$ cat src/rtl/uart_pkg.sv
// Shared UART definitions: receive FSM states and framing constants.
package uart_pkg;

  localparam int UART_DATA_BITS            = 8;
  localparam int UART_DEFAULT_CLKS_PER_BIT = 868;

  typedef enum logic [2:0] {
    IDLE,
    START,
    DATA,
    STOP,
    WAIT_IDLE
  } uart_rx_state_e;

endpackage

$ cat src/rtl/uart_rx_fifo.sv
// Synchronous FIFO with wrap-bit pointers; shared by the UART RX and TX paths.
module uart_rx_fifo #(
  parameter int DEPTH = 4,
  parameter int WIDTH = 8
) (
  input  logic                       clk,
  input  logic                       rst_n,
  input  logic                       push,
  input  logic [WIDTH-1:0]           push_data,
  input  logic                       pop,
  output logic [WIDTH-1:0]           pop_data,
  output logic                       full,
  output logic                       empty,
  output logic [$clog2(DEPTH):0]     level
);

  localparam int AW = $clog2(DEPTH);

  logic [WIDTH-1:0] mem [DEPTH];
  logic [AW:0]      wr_ptr;
  logic [AW:0]      rd_ptr;
  logic             do_pop;
  logic             do_push;

  assign empty = (wr_ptr == rd_ptr);
  assign full  = (wr_ptr[AW] != rd_ptr[AW]) && (wr_ptr[AW-1:0] == rd_ptr[AW-1:0]);
  assign level = wr_ptr - rd_ptr;

  // A pop in the same cycle frees the slot, so a push into a full FIFO still lands.
  assign do_pop  = pop && !empty;
  assign do_push = push && (!full || do_pop);

  assign pop_data = mem[rd_ptr[AW-1:0]];

  always_ff @(posedge clk or negedge rst_n) begin
    if (!rst_n) begin
      wr_ptr <= '0;
      rd_ptr <= '0;
      for (int i = 0; i < DEPTH; i++) mem[i] <= '0;
    end else begin
      if (do_push) begin
        mem[wr_ptr[AW-1:0]] <= push_data;
        wr_ptr              <= wr_ptr + 1'b1;
      end
      if (do_pop) rd_ptr <= rd_ptr + 1'b1;
    end
  end

endmodule

$ cat src/rtl/uart_rx_ctrl.sv
// UART 8N1 receiver: synchronizes the line, frames bytes LSB first and queues
// them in a small FIFO for the register block.
module uart_rx_ctrl
  import uart_pkg::*;
#(
  parameter int CLKS_PER_BIT = UART_DEFAULT_CLKS_PER_BIT,
  parameter int FIFO_DEPTH   = 4,
  parameter int SYNC_STAGES  = 2
) (
  input  logic                          sys_clk_i,
  input  logic                          sys_rst_ni,
  input  logic                          uart_rx_i,
  output logic [UART_DATA_BITS-1:0]     rx_data_o,
  output logic                          rx_valid_o,
  input  logic                          rx_ready_i,
  output logic [$clog2(FIFO_DEPTH):0]   fifo_level_o,
  output logic                          busy_o,
  output logic                          frame_err_o,
  output logic                          overrun_o,
  input  logic                          overrun_clr_i
);

  localparam int CW = $clog2(CLKS_PER_BIT);
  localparam logic [CW-1:0] HALF_M1 = CW'(CLKS_PER_BIT / 2 - 1);
  localparam logic [CW-1:0] FULL_M1 = CW'(CLKS_PER_BIT - 1);

  logic [SYNC_STAGES-1:0]    sync_q;
  logic                      rx_s;
  uart_rx_state_e            state;
  logic [CW-1:0]             cnt;
  logic [2:0]                bit_idx;
  logic [UART_DATA_BITS-1:0] shreg;
  logic                      push_req;
  logic                      fifo_full;
  logic                      fifo_empty;

  always_ff @(posedge sys_clk_i or negedge sys_rst_ni) begin
    if (!sys_rst_ni) begin
      sync_q <= '1;
    end else begin
      sync_q[0] <= uart_rx_i;
      for (int i = 1; i < SYNC_STAGES; i++) sync_q[i] <= sync_q[i-1];
    end
  end

  assign rx_s = sync_q[SYNC_STAGES-1];

  // Stop-bit sample with the line high: the byte is offered to the FIFO this cycle.
  assign push_req = (state == STOP) && (cnt == FULL_M1) && rx_s;

  always_ff @(posedge sys_clk_i or negedge sys_rst_ni) begin
    if (!sys_rst_ni) begin
      state       <= IDLE;
      cnt         <= '0;
      bit_idx     <= '0;
      shreg       <= '0;
      frame_err_o <= 1'b0;
    end else begin
      frame_err_o <= 1'b0;
      case (state)
        IDLE: begin
          if (!rx_s) begin
            state <= START;
            cnt   <= '0;
          end
        end
        START: begin
          if (cnt == HALF_M1) begin
            cnt     <= '0;
            bit_idx <= '0;
            state   <= rx_s ? IDLE : DATA;
          end else begin
            cnt <= cnt + 1'b1;
          end
        end
        DATA: begin
          if (cnt == FULL_M1) begin
            cnt   <= '0;
            shreg <= {rx_s, shreg[UART_DATA_BITS-1:1]};
            if (bit_idx == 3'd7) state   <= STOP;
            else                 bit_idx <= bit_idx + 1'b1;
          end else begin
            cnt <= cnt + 1'b1;
          end
        end
        STOP: begin
          if (cnt == FULL_M1) begin
            cnt <= '0;
            if (rx_s) begin
              state <= IDLE;
            end else begin
              frame_err_o <= 1'b1;
              state       <= WAIT_IDLE;
            end
          end else begin
            cnt <= cnt + 1'b1;
          end
        end
        WAIT_IDLE: begin
          // Hold through a break so a stuck-low line does not produce a stream of frames.
          if (rx_s) state <= IDLE;
        end
        default: state <= IDLE;
      endcase
    end
  end

  // A full FIFO cannot be popped unless it is non-empty, so a ready consumer always frees a slot.
  always_ff @(posedge sys_clk_i or negedge sys_rst_ni) begin
    if (!sys_rst_ni) begin
      overrun_o <= 1'b0;
    end else if (push_req && fifo_full && !rx_ready_i) begin
      overrun_o <= 1'b1;
    end else if (overrun_clr_i) begin
      overrun_o <= 1'b0;
    end
  end

  // Handshake: the head byte transfers on any rising edge where rx_valid_o and
  // rx_ready_i are both high; rx_data_o then shows the next entry.
  uart_rx_fifo #(
    .DEPTH (FIFO_DEPTH),
    .WIDTH (UART_DATA_BITS)
  ) u_fifo (
    .clk       (sys_clk_i),
    .rst_n     (sys_rst_ni),
    .push      (push_req),
    .push_data (shreg),
    .pop       (rx_ready_i),
    .pop_data  (rx_data_o),
    .full      (fifo_full),
    .empty     (fifo_empty),
    .level     (fifo_level_o)
  );

  assign rx_valid_o = !fifo_empty;
  assign busy_o     = (state != IDLE);

endmodule

$ cat config.mk
export PLATFORM = sky130hd
export DESIGN_NAME = uart_rx_ctrl
export DESIGN_NICKNAME = d
export VERILOG_FILES = /design/src/rtl/uart_pkg.sv /design/src/rtl/uart_rx_fifo.sv /design/src/rtl/uart_rx_ctrl.sv
export SDC_FILE = /design/constraint.sdc
export NUM_CORES = 1
export LEC_CHECK = 0
export BUFFER_PORTS_ARGS = -buffer_cell sky130_fd_sc_hd__buf_4
export CAP_MARGIN = 15
export CORE_UTILIZATION = 60
export DETAILED_ROUTE_END_ITERATION = 8
export GPL_ROUTABILITY_DRIVEN = 0
export PLACE_DENSITY = 0.84
export SLEW_MARGIN = 20
export SYNTH_ARGS = -nofsm -noshare
export SYNTH_HDL_FRONTEND = slang
export SYNTH_SLANG_ARGS = --single-unit
$ cat constraint.sdc
create_clock -name sys_clk_i -period 2.86 [get_ports sys_clk_i]
set_input_delay 0.858 -clock sys_clk_i [delete_from_list [all_inputs] [get_ports sys_clk_i]]
set_output_delay 0.858 -clock sys_clk_i [all_outputs]
set_load 0.05 [all_outputs]
==> metrics.cfg <==
[synthesis]
ys_ff_latch=66
synth_top_cell_area_share_pct=48.6
yosysUniqueCellTypes=46
async_flop_share_pct=100
ys.flop_type=dfrtp_1
synth_area_leaders=dfrtp_1, mux2_2, mux4_2, ha_1, nor4_4
synth-edff-count=0
avgSynthCellArea_um2=12.9
netlist_instances=256
synth_top_area_cell=dfrtp_1
netlist_area_um2=3300
yosys_warnings=0
synth_fp_nets=273
yosysSeqAreaShare_pct=50.2

[critical_path]
path_cells=inv_1 -> ha_1 -> fa_1 -> xnor2_1 -> buf_4
worstSetupEndpointType=output port
startpoint=u_fifo.wr_ptr[0]$_DFFE_PN0P_
r2r_slack_ns=0.40
crit_required_ns=2.00
cp_slowest_cell=dfrtp_1
crit_arrival_ns=1.83
rr_startpoint=cnt[0]$_DFFE_PN0P_
cp-endpoint=fifo_level_o[2]
cp_max_fo=4
cp-start-kind=flop
r2r-end=u_fifo.mem[22]$_DFFE_PN0P_
path_class=flop to output port
cpPeakStageDelay_ns=0.39
r2r_cells=6

[detailed_routing]
viasPerCell=6.06
ant_nets=0
dr.pass1.iters=4
wl_um=6420
vias=2182
drcViolationCount=0
avgRoutedWirePerCell_um=17.8
drt-initial-drc-count=158

[pwr]
p_sw_uw=691
ir_drop_uv=509
power.total_mw=2.33
clock_power_share_pct=38.2
leakagePower_nw=1.81
pwr-share-comb_pct=19.8
power.internal_mw=1.64
seqPwrFrac_pct=42.0
powerDensity_nw_per_um2=620
switching_share_pct=29.6

[timing]
hold_viol=0
worstMarginPinSlew_ns=0.836
slew_headroom_pct=43.9
rsz0062_at_grt=no
period_minus_slack_ns=2.68
report.final.slew_viol_count=0
fin_worst_skew_ns=0.00946
setup_violations=0
tns_ns=0
period_share_pct=93.9
max_freq_mhz=372

[clock_network]
ctsResizeCount=0
numCtsBuffers=9
ctsHtreeMaxLevel=3
cts_tree=built
clock_sinks=66
clkSlewWorstSetupHoldPaths_ns=0.08
postCtsHoldBufs=0
post_cts_buffers=0
max-clock-path-buffers=2
clock-root-buffer=clkbuf_8
clkLatencyLatePin_ns=0.35

[layout]
area_growth_pct=14.2
nets=302
fillers=348
multi_input_area_um2=1550
finalInstanceArea_um2=3760
final_cell_mix=dfrtp_1, mux2_2, buf_4, nand2_1, inv_1
diodes=0
final_common_cell=dfrtp_1
regArea_um2=1650
drive_gt1_share_pct=36.9

[floorplan]
io_pins=20
fp.coreArea_um2=5200
row_count=26
die_h_um=76.1
die_w_um=76.1
dieArea_um2=5790
initial_core_util_pct=63.3

[run]
maxCapViolations=0

[placed_design]
place_area_um2=3540
io_buffers=19
dp_hpwl_um=4110

[grt]
grt_pass1_wl_um=10700
grt_max_degree=67
grt_overflow=0
grtUsageTotal_pct=24.3
grt_antenna_before_repair=0
first_global_vias=2155

[min_path]
min_path_type=flop to flop
hold_start=sync_q[0]$_DFF_PN1_

[run_status]
status=finished clean

-- Yosys cell counts (all sizes together) (2+ instances only) --
cell type  instances
a31oi              2
a2111oi            2
nor4               6
nand3b             2
mux2i              3
dfstp              2
o211ai             5
or3b               2
or2                2
or3                2
nor2b              3
nor3               4
a221o              2
buf                2
ha                11
o21ai             10
clkbuf             5
nand4              2
nand2             18
and4               3
a21oi              4
dfrtp             64
o31ai              4
xnor2              5
inv               16
mux4               8
mux2              44
nor2               7
nand3              4
-- metal layers --
layer	vias to the layer above	share of wire, %	global-route usage (%)
li1	1002	-	-
met1	1101	45	32.5
met2	64	49	38.0
met3	15	3.9	4.19
met4	0	2.5	13.1
met5	-	0	0
-- worst max-delay path, delay by kind of cell, from the launching register on --
family	cells	cell delay [ns]
buffers and inverters	2	0.34
flip-flops	1	0.39
XOR/XNOR	1	0.16
adder cells (fa/ha/maj)	2	0.59
-- final cells by class --
cell class	count	area share (%)
clock buffer	10	3.66
timing repair buffer	25	4.99
sequential	66	43.9
inverter	16	1.60
clock inverter	6	2.39
tap	70	2.33
multi-input combinational	167	41.1
-- state kept, by name (all words and copies together), names as in the netlist --
signal         flops
bit_idx            3
cnt               10
frame_err_o        1
overrun_o          1
shreg              8
state              3
sync_q             2
u_fifo.mem        32
u_fifo.rd_ptr      3
u_fifo.wr_ptr      3
-- per-stage QoR --
| stage | setup WS (ns) | utilization (%) | hold slack, ns | std cells |
|---|---|---|---|---|
| after CTS | 0.171 | 72.3 | 0.360 | 360 |
| after floorplan | 0.154 | - | 0.345 | 256 |
| after detailed placement | 0.415 | 68.0 | 0.350 | 344 |
| after global placement | 0.497 | 68.0 | 0.347 | 344 |
| after global routing | 0.0685 | 72.3 | 0.365 | 360 |
| final | 0.175 | 72.3 | 0.360 | 360 |
-- power groups by stage --
stage	combinational (mW)	clock [mW]	sequential, mW
floorplan	0.336	0	0.995
CTS	0.472	0.900	0.982
finish	0.463	0.891	0.981
global placement	0.467	0	0.998
detailed placement	0.471	0	1.00
global route	0.498	0.942	0.984
-- cell families after synthesis --
group | after synthesis | synth area share, %
flops | 66 | 50.2
simple gates | 57 | 11.3
mux | 55 | 21.4
compound gates | 37 | 7.86
buf+inv | 23 | 2.85
fa+ha+maj | 12 | 4.78
xor+xnor | 6 | 1.59
-- worst min path at each step --
stage                          end  cells after the start  slack (ns)
2_1_floorplan  sync_q[1]$_DFF_PN1_                      0        0.35
3_3_place_gp   sync_q[1]$_DFF_PN1_                      0        0.35
3_5_place_dp   sync_q[1]$_DFF_PN1_                      0        0.35
4_1_cts        sync_q[1]$_DFF_PN1_                      0        0.36
5_1_grt        sync_q[1]$_DFF_PN1_                      0        0.36
6_report       sync_q[1]$_DFF_PN1_                      0        0.36
(Power assumes the default switching activity.)
